## config.mk

```make
export PLATFORM = sky130hd
export DESIGN_NAME = card_dealer
export DESIGN_NICKNAME = d
export VERILOG_FILES = /design/src/rtl/card_dealer.sv
export SDC_FILE = /design/constraint.sdc
export NUM_CORES = 1
export LEC_CHECK = 0
export ABC_AREA = 1
export BUFFER_PORTS_ARGS = -buffer_cell sky130_fd_sc_hd__buf_2
export CORE_ASPECT_RATIO = 0.8
export CORE_MARGIN = 3
export CORE_UTILIZATION = 40
export DETAILED_ROUTE_END_ITERATION = 12
export PLACE_DENSITY = 0.67
export REMOVE_ABC_BUFFERS = 1
export SKIP_CTS_REPAIR_TIMING = 1
export SLEW_MARGIN = 40
export SYNTH_ARGS = -nofsm -noshare
export SYNTH_HDL_FRONTEND = slang
export SYNTH_SLANG_ARGS = --single-unit
```

## constraint.sdc

```tcl
create_clock -name clk1 -period 7.7 [get_ports clk1]
set_clock_uncertainty 0.2 [all_clocks]
set_input_delay 0.385 -clock clk1 [delete_from_list [all_inputs] [get_ports clk1]]
set_output_delay 0.385 -clock clk1 [all_outputs]
set_load 0.005 [all_outputs]
```

## src/rtl/card_dealer.sv

```systemverilog
// Stimulus source: deals two 4-bit card streams from one 52-card deck using a
// seeded 16-bit LFSR, with hold backpressure and a periodic deck refill.
module card_dealer #(
  parameter int unsigned CARDS_PER_HAND  = 5,
  parameter int unsigned EPOCHS_PER_DECK = 5,
  parameter int unsigned GAP_CYCLES      = 2,
  parameter logic [15:0] RESET_SEED      = 16'hACE1
) (
  input  logic        clk1,
  input  logic        rst,
  input  logic        start,
  input  logic        seed_valid,
  input  logic [15:0] seed,
  input  logic        hold,
  output logic        in_valid1,
  output logic [3:0]  user1,
  output logic        in_valid2,
  output logic [3:0]  user2,
  output logic        busy,
  output logic        round_done,
  output logic [5:0]  deck_left
);

  localparam int unsigned HW = $clog2(CARDS_PER_HAND + 1);
  localparam int unsigned GW = $clog2(GAP_CYCLES + 2);
  localparam int unsigned EW = $clog2(EPOCHS_PER_DECK + 1);

  localparam logic [HW-1:0] HandLast  = HW'(CARDS_PER_HAND - 1);
  localparam logic [GW-1:0] GapLast   = GW'((GAP_CYCLES == 0) ? 0 : GAP_CYCLES - 1);
  localparam logic [EW-1:0] EpochLast = EW'(EPOCHS_PER_DECK - 1);

  localparam logic [2:0] StIdle  = 3'd0;
  localparam logic [2:0] StDeal1 = 3'd1;
  localparam logic [2:0] StGap   = 3'd2;
  localparam logic [2:0] StDeal2 = 3'd3;
  localparam logic [2:0] StDone  = 3'd4;

  logic [2:0]    state_q, state_d;
  logic [HW-1:0] hand_q, hand_d;
  logic [GW-1:0] gap_q, gap_d;
  logic [EW-1:0] epoch_q;
  logic [15:0]   lfsr_q, lfsr_d;
  logic [2:0]    count_q [13];

  logic [3:0] cand;
  logic [3:0] pick_idx;
  logic [4:0] idx;
  logic       found;
  logic [3:0] card_val;
  logic       deal;

  // Remaining copies of each value live at index value-1.
  always_comb begin
    cand     = (lfsr_q[3:0] >= 4'd13) ? lfsr_q[3:0] - 4'd13 : lfsr_q[3:0];
    pick_idx = cand;
    found    = 1'b0;
    idx      = '0;
    for (int i = 0; i < 13; i++) begin
      idx = {1'b0, cand} + 5'(i);
      if (idx >= 5'd13) idx = idx - 5'd13;
      if (!found && count_q[idx[3:0]] != 3'd0) begin
        pick_idx = idx[3:0];
        found    = 1'b1;
      end
    end
    card_val = pick_idx + 4'd1;
  end

  assign deal = ((state_q == StDeal1) || (state_q == StDeal2)) && !hold;

  always_comb begin
    lfsr_d = {lfsr_q[14:0], lfsr_q[15] ^ lfsr_q[13] ^ lfsr_q[12] ^ lfsr_q[10]};
    if (state_q == StIdle && seed_valid) begin
      lfsr_d = (seed == 16'd0) ? RESET_SEED : seed;
    end
  end

  always_comb begin
    state_d = state_q;
    hand_d  = hand_q;
    gap_d   = gap_q;
    case (state_q)
      StIdle: begin
        if (start) begin
          state_d = StDeal1;
          hand_d  = '0;
        end
      end
      StDeal1: begin
        if (!hold) begin
          if (hand_q == HandLast) begin
            hand_d  = '0;
            gap_d   = '0;
            state_d = (GAP_CYCLES == 0) ? StDeal2 : StGap;
          end else begin
            hand_d = hand_q + 1'b1;
          end
        end
      end
      StGap: begin
        if (!hold) begin
          if (gap_q == GapLast) state_d = StDeal2;
          else                  gap_d   = gap_q + 1'b1;
        end
      end
      StDeal2: begin
        if (!hold) begin
          if (hand_q == HandLast) state_d = StDone;
          else                    hand_d  = hand_q + 1'b1;
        end
      end
      StDone:  state_d = StIdle;
      default: state_d = StIdle;
    endcase
  end

  always_ff @(posedge clk1) begin
    if (rst) begin
      state_q    <= StIdle;
      hand_q     <= '0;
      gap_q      <= '0;
      epoch_q    <= '0;
      lfsr_q     <= RESET_SEED;
      for (int v = 0; v < 13; v++) count_q[v] <= 3'd4;
      deck_left  <= 6'd52;
      in_valid1  <= 1'b0;
      user1      <= 4'd0;
      in_valid2  <= 1'b0;
      user2      <= 4'd0;
      busy       <= 1'b0;
      round_done <= 1'b0;
    end else begin
      state_q    <= state_d;
      hand_q     <= hand_d;
      gap_q      <= gap_d;
      lfsr_q     <= lfsr_d;
      in_valid1  <= 1'b0;
      user1      <= 4'd0;
      in_valid2  <= 1'b0;
      user2      <= 4'd0;
      round_done <= 1'b0;
      if (state_q == StIdle && start) busy <= 1'b1;
      if (deal) begin
        count_q[pick_idx] <= count_q[pick_idx] - 3'd1;
        deck_left         <= deck_left - 6'd1;
        if (state_q == StDeal1) begin
          in_valid1 <= 1'b1;
          user1     <= card_val;
        end else begin
          in_valid2 <= 1'b1;
          user2     <= card_val;
        end
      end
      if (state_q == StDone) begin
        round_done <= 1'b1;
        busy       <= 1'b0;
        // Refill lands on the same cycle as round_done.
        if (epoch_q == EpochLast) begin
          epoch_q   <= '0;
          deck_left <= 6'd52;
          for (int v = 0; v < 13; v++) count_q[v] <= 3'd4;
        end else begin
          epoch_q <= epoch_q + 1'b1;
        end
      end
    end
  end

endmodule
```

==> run_results.csv <==
group,metric,value,unit
die,coreArea,22000,um^2
cts,worstSkewPairLatency,0.34,ns
grt,grt_pass1_wl,46.8,mm
die,dieArea,24700,um^2
die,die_w,175,um
run_status,status,"finished, final reports clean",
final_layout,final_cells,1814,
grt,grtUsageTotal,23.3,%
critical_path,startpoint_type,"flip-flop",
logic_synthesis,synth.cell_area,9140,um^2
critical_path,slowest_stage,"o21ai_1",
logic_synthesis,syn_inst,1468,
cts,htree_levels,3,
die,start_util,41.6,%
timing,finalSetupTns,0,ns
timing,hold_viol,0,
final_layout,fillers,2323,
final_layout,regArea,2340,um^2
cts,cts_buffers,9,
drt,drt_iter0_drc,1048,
timing,min_period,7.07,ns
critical_path,crit_type,"reg2reg",
timing,tightest_slew,0.735,ns
logic_synthesis,ys.flop_type,"edfxtp_1",
drt,wl_per_cell,16.1,um
cts,clkSinkCount,93,
placement,portBuffers,38,
drt,wirelength,29.2,mm
cts,tritoncts,"built",
timing,whs,0.0893,ns
logic_synthesis,avgSynthCellArea,6.22,um^2
die,num_io_pins,39,
logic_synthesis,ys_warn_count,0,
grt,grt_max_degree,28,
placement,dp_cells,1798,
logic_synthesis,ys_seq_area_share,25.6,%
logic_synthesis,ys_ff_latch,93,
die,dieHeight,141,um
logic_synthesis,synth_edf_count,48,
logic_synthesis,synth_cell_types,54,
critical_path,arrival,6.91,ns
die,num_rows,48,
flow_run,drv_cap,0,
cts,ctsLongestPathBuffers,2,
timing,max_freq,0.142,GHz
logic_synthesis,async_flop_share,0,%
drt,drc,0,
hold_path,worstHoldPathType,"in2reg",
timing,rsz0062_at_grt,"false",
drt,drt-pass1-iter-count,6,
critical_path,critPathMaxStageDelay,0.54,ns
critical_path,worst-path-max-fanout,15,
cts,path_clk_slew,0.07,ns
grt,antenna_found_initial,0,
timing,period_share,91.8,%
final_layout,diodes,0,
placement,hpwl,22.3,mm
final_layout,layout.nets,1559,
cts,cts_root_buf,"clkbuf_16",
final_layout,multi_input_area,5880,um^2
final_layout,area_growth,9.67,%
grt,grt_pass1_vias,8866,
critical_path,worstPathRequired,7.55,ns
critical_path,end_kind,"flip-flop",
drt,postRouteAntennaNets,0,
grt,overflow,0,
timing,drv_slew,0,
final_layout,drive_gt1_share,13.5,%
drt,via_per_inst,5.39,
timing,slew_headroom,50.5,%
placement,globalplace.congestion,1.01,
drt,dr_total_vias,9786,
timing,setup_viol,0,
[per-stage QoR]
step | cell area (um^2) | setup WS [ns] | util [%]
3_5_place_dp | 9690 | 0.431 | 44.1
2_1_floorplan | 8920 | 1.09 | -
6_report | 10000 | 0.634 | 45.6
4_1_cts | 10000 | 0.402 | 45.5
3_3_place_gp | 9690 | 0.661 | 44.1
5_1_grt | 10000 | 0.0159 | 45.6
[critical path, delay by kind of cell (launching register included)]
| family | cells | cell delay (ns) |
|---|---|---|
| buffers and inverters | 10 | 1.31 |
| AOI/OAI and AO/OA | 3 | 1.13 |
| DFF | 1 | 0.41 |
| adders and majority gates | 3 | 0.67 |
| and+or+nand+nor | 22 | 3.04 |
[cells in the final DEF, fill, tap and decap left out, drive strengths merged, types with 11 or more instances in the layout]
master  synthesis  routed
nand2         523     523
buf            23      65
nand4          18      18
o21ai         127     127
nor3           23      23
clkbuf         12      11
xor2           12      12
inv           179     181
ha             29      29
edfxtp         48      48
nand3         199     199
dfxtp          45      45
nor2          120     120
a21oi          45      45
[state kept, by name (all words and copies together), names as in the netlist]
signal and count:
busy 1, count_q 48, deck_left 6, epoch_q 3, gap_q 2, hand_q 3
in_valid1 1, in_valid2 1, lfsr_q 16, round_done 1, state_q 3, user1 4
user2 4
[Yosys cell counts (2+ instances only)]
library cell / number / share of area, %
a211oi_1: 7 / 0.58
a21oi_1: 43 / 2.4
a22oi_1: 2 / 0.16
a31oi_1: 3 / 0.21
buf_1: 2 / 0.082
buf_2: 10 / 0.55
buf_4: 3 / 0.25
buf_6: 8 / 0.99
clkbuf_1: 12 / 0.49
clkinv_1: 7 / 0.29
dfxtp_1: 45 / 9.9
edfxtp_1: 48 / 16
ha_1: 29 / 4.0
inv_1: 164 / 6.7
inv_2: 14 / 0.58
nand2_1: 476 / 20
nand2_2: 36 / 2.5
nand2_4: 11 / 1.4
nand3_1: 175 / 9.6
nand3_2: 23 / 2.5
nand3b_1: 4 / 0.33
nand4_1: 16 / 1.1
nor2_1: 103 / 4.2
nor2_2: 12 / 0.82
nor2_4: 4 / 0.49
nor3_1: 22 / 1.2
nor4_1: 4 / 0.27
o211ai_1: 10 / 0.82
o21ai_0: 106 / 5.8
o21ai_1: 12 / 0.66
o21ai_2: 9 / 0.86
o221ai_1: 2 / 0.19
o22ai_1: 9 / 0.62
o311ai_0: 3 / 0.29
xnor2_1: 5 / 0.48
xor2_1: 11 / 1.1
[area by class of cell]
| cell class | instances | area share (%) |
|---|---|---|
| Clock buffer | 11 | 2.75 |
| Clock inverter | 5 | 0.337 |
| Inverter | 187 | 7.14 |
| Multi-Input combinational cell | 1153 | 58.7 |
| Sequential cell | 93 | 23.4 |
| Tap cell | 300 | 3.75 |
| Timing Repair Buffer | 65 | 3.92 |
[cells by family (layout without fill, tap and decap cells)]
logic type	after synthesis	in the layout	share of synthesized area, %
buf+inv	222	268	10.1
fa+ha+maj	29	29	3.97
compound gates	214	214	13.5
simple gates	892	892	44.9
flops	93	93	25.6
mux	1	1	0.110
xor+xnor	17	17	1.71
[path summary, 6_finish.rpt]
| kind | endpoint | cells after the start | startpoint | slack (ns) |
|---|---|---|---|---|
| max | count_q[14][2] | 38 | lfsr_q[0] | 0.63 |
| min | lfsr_q[10] | 3 | seed[10] | 0.09 |
| max reg2reg | count_q[14][2] | 38 | lfsr_q[0] | 0.63 |
| min reg2reg | lfsr_q[9] | 2 | lfsr_q[8] | 0.25 |
[per-layer routing]
layer	wire length, um	track usage (%)	part of all wire [%]
met1	13400	33.7	46
met2	12300	35.8	42
met3	2970	4.93	10
met4	448	5.16	1.5
met5	0	0	0
Power is not shown: default switching activity piles up to over one toggle a cycle in this logic, so the estimate is an artifact.
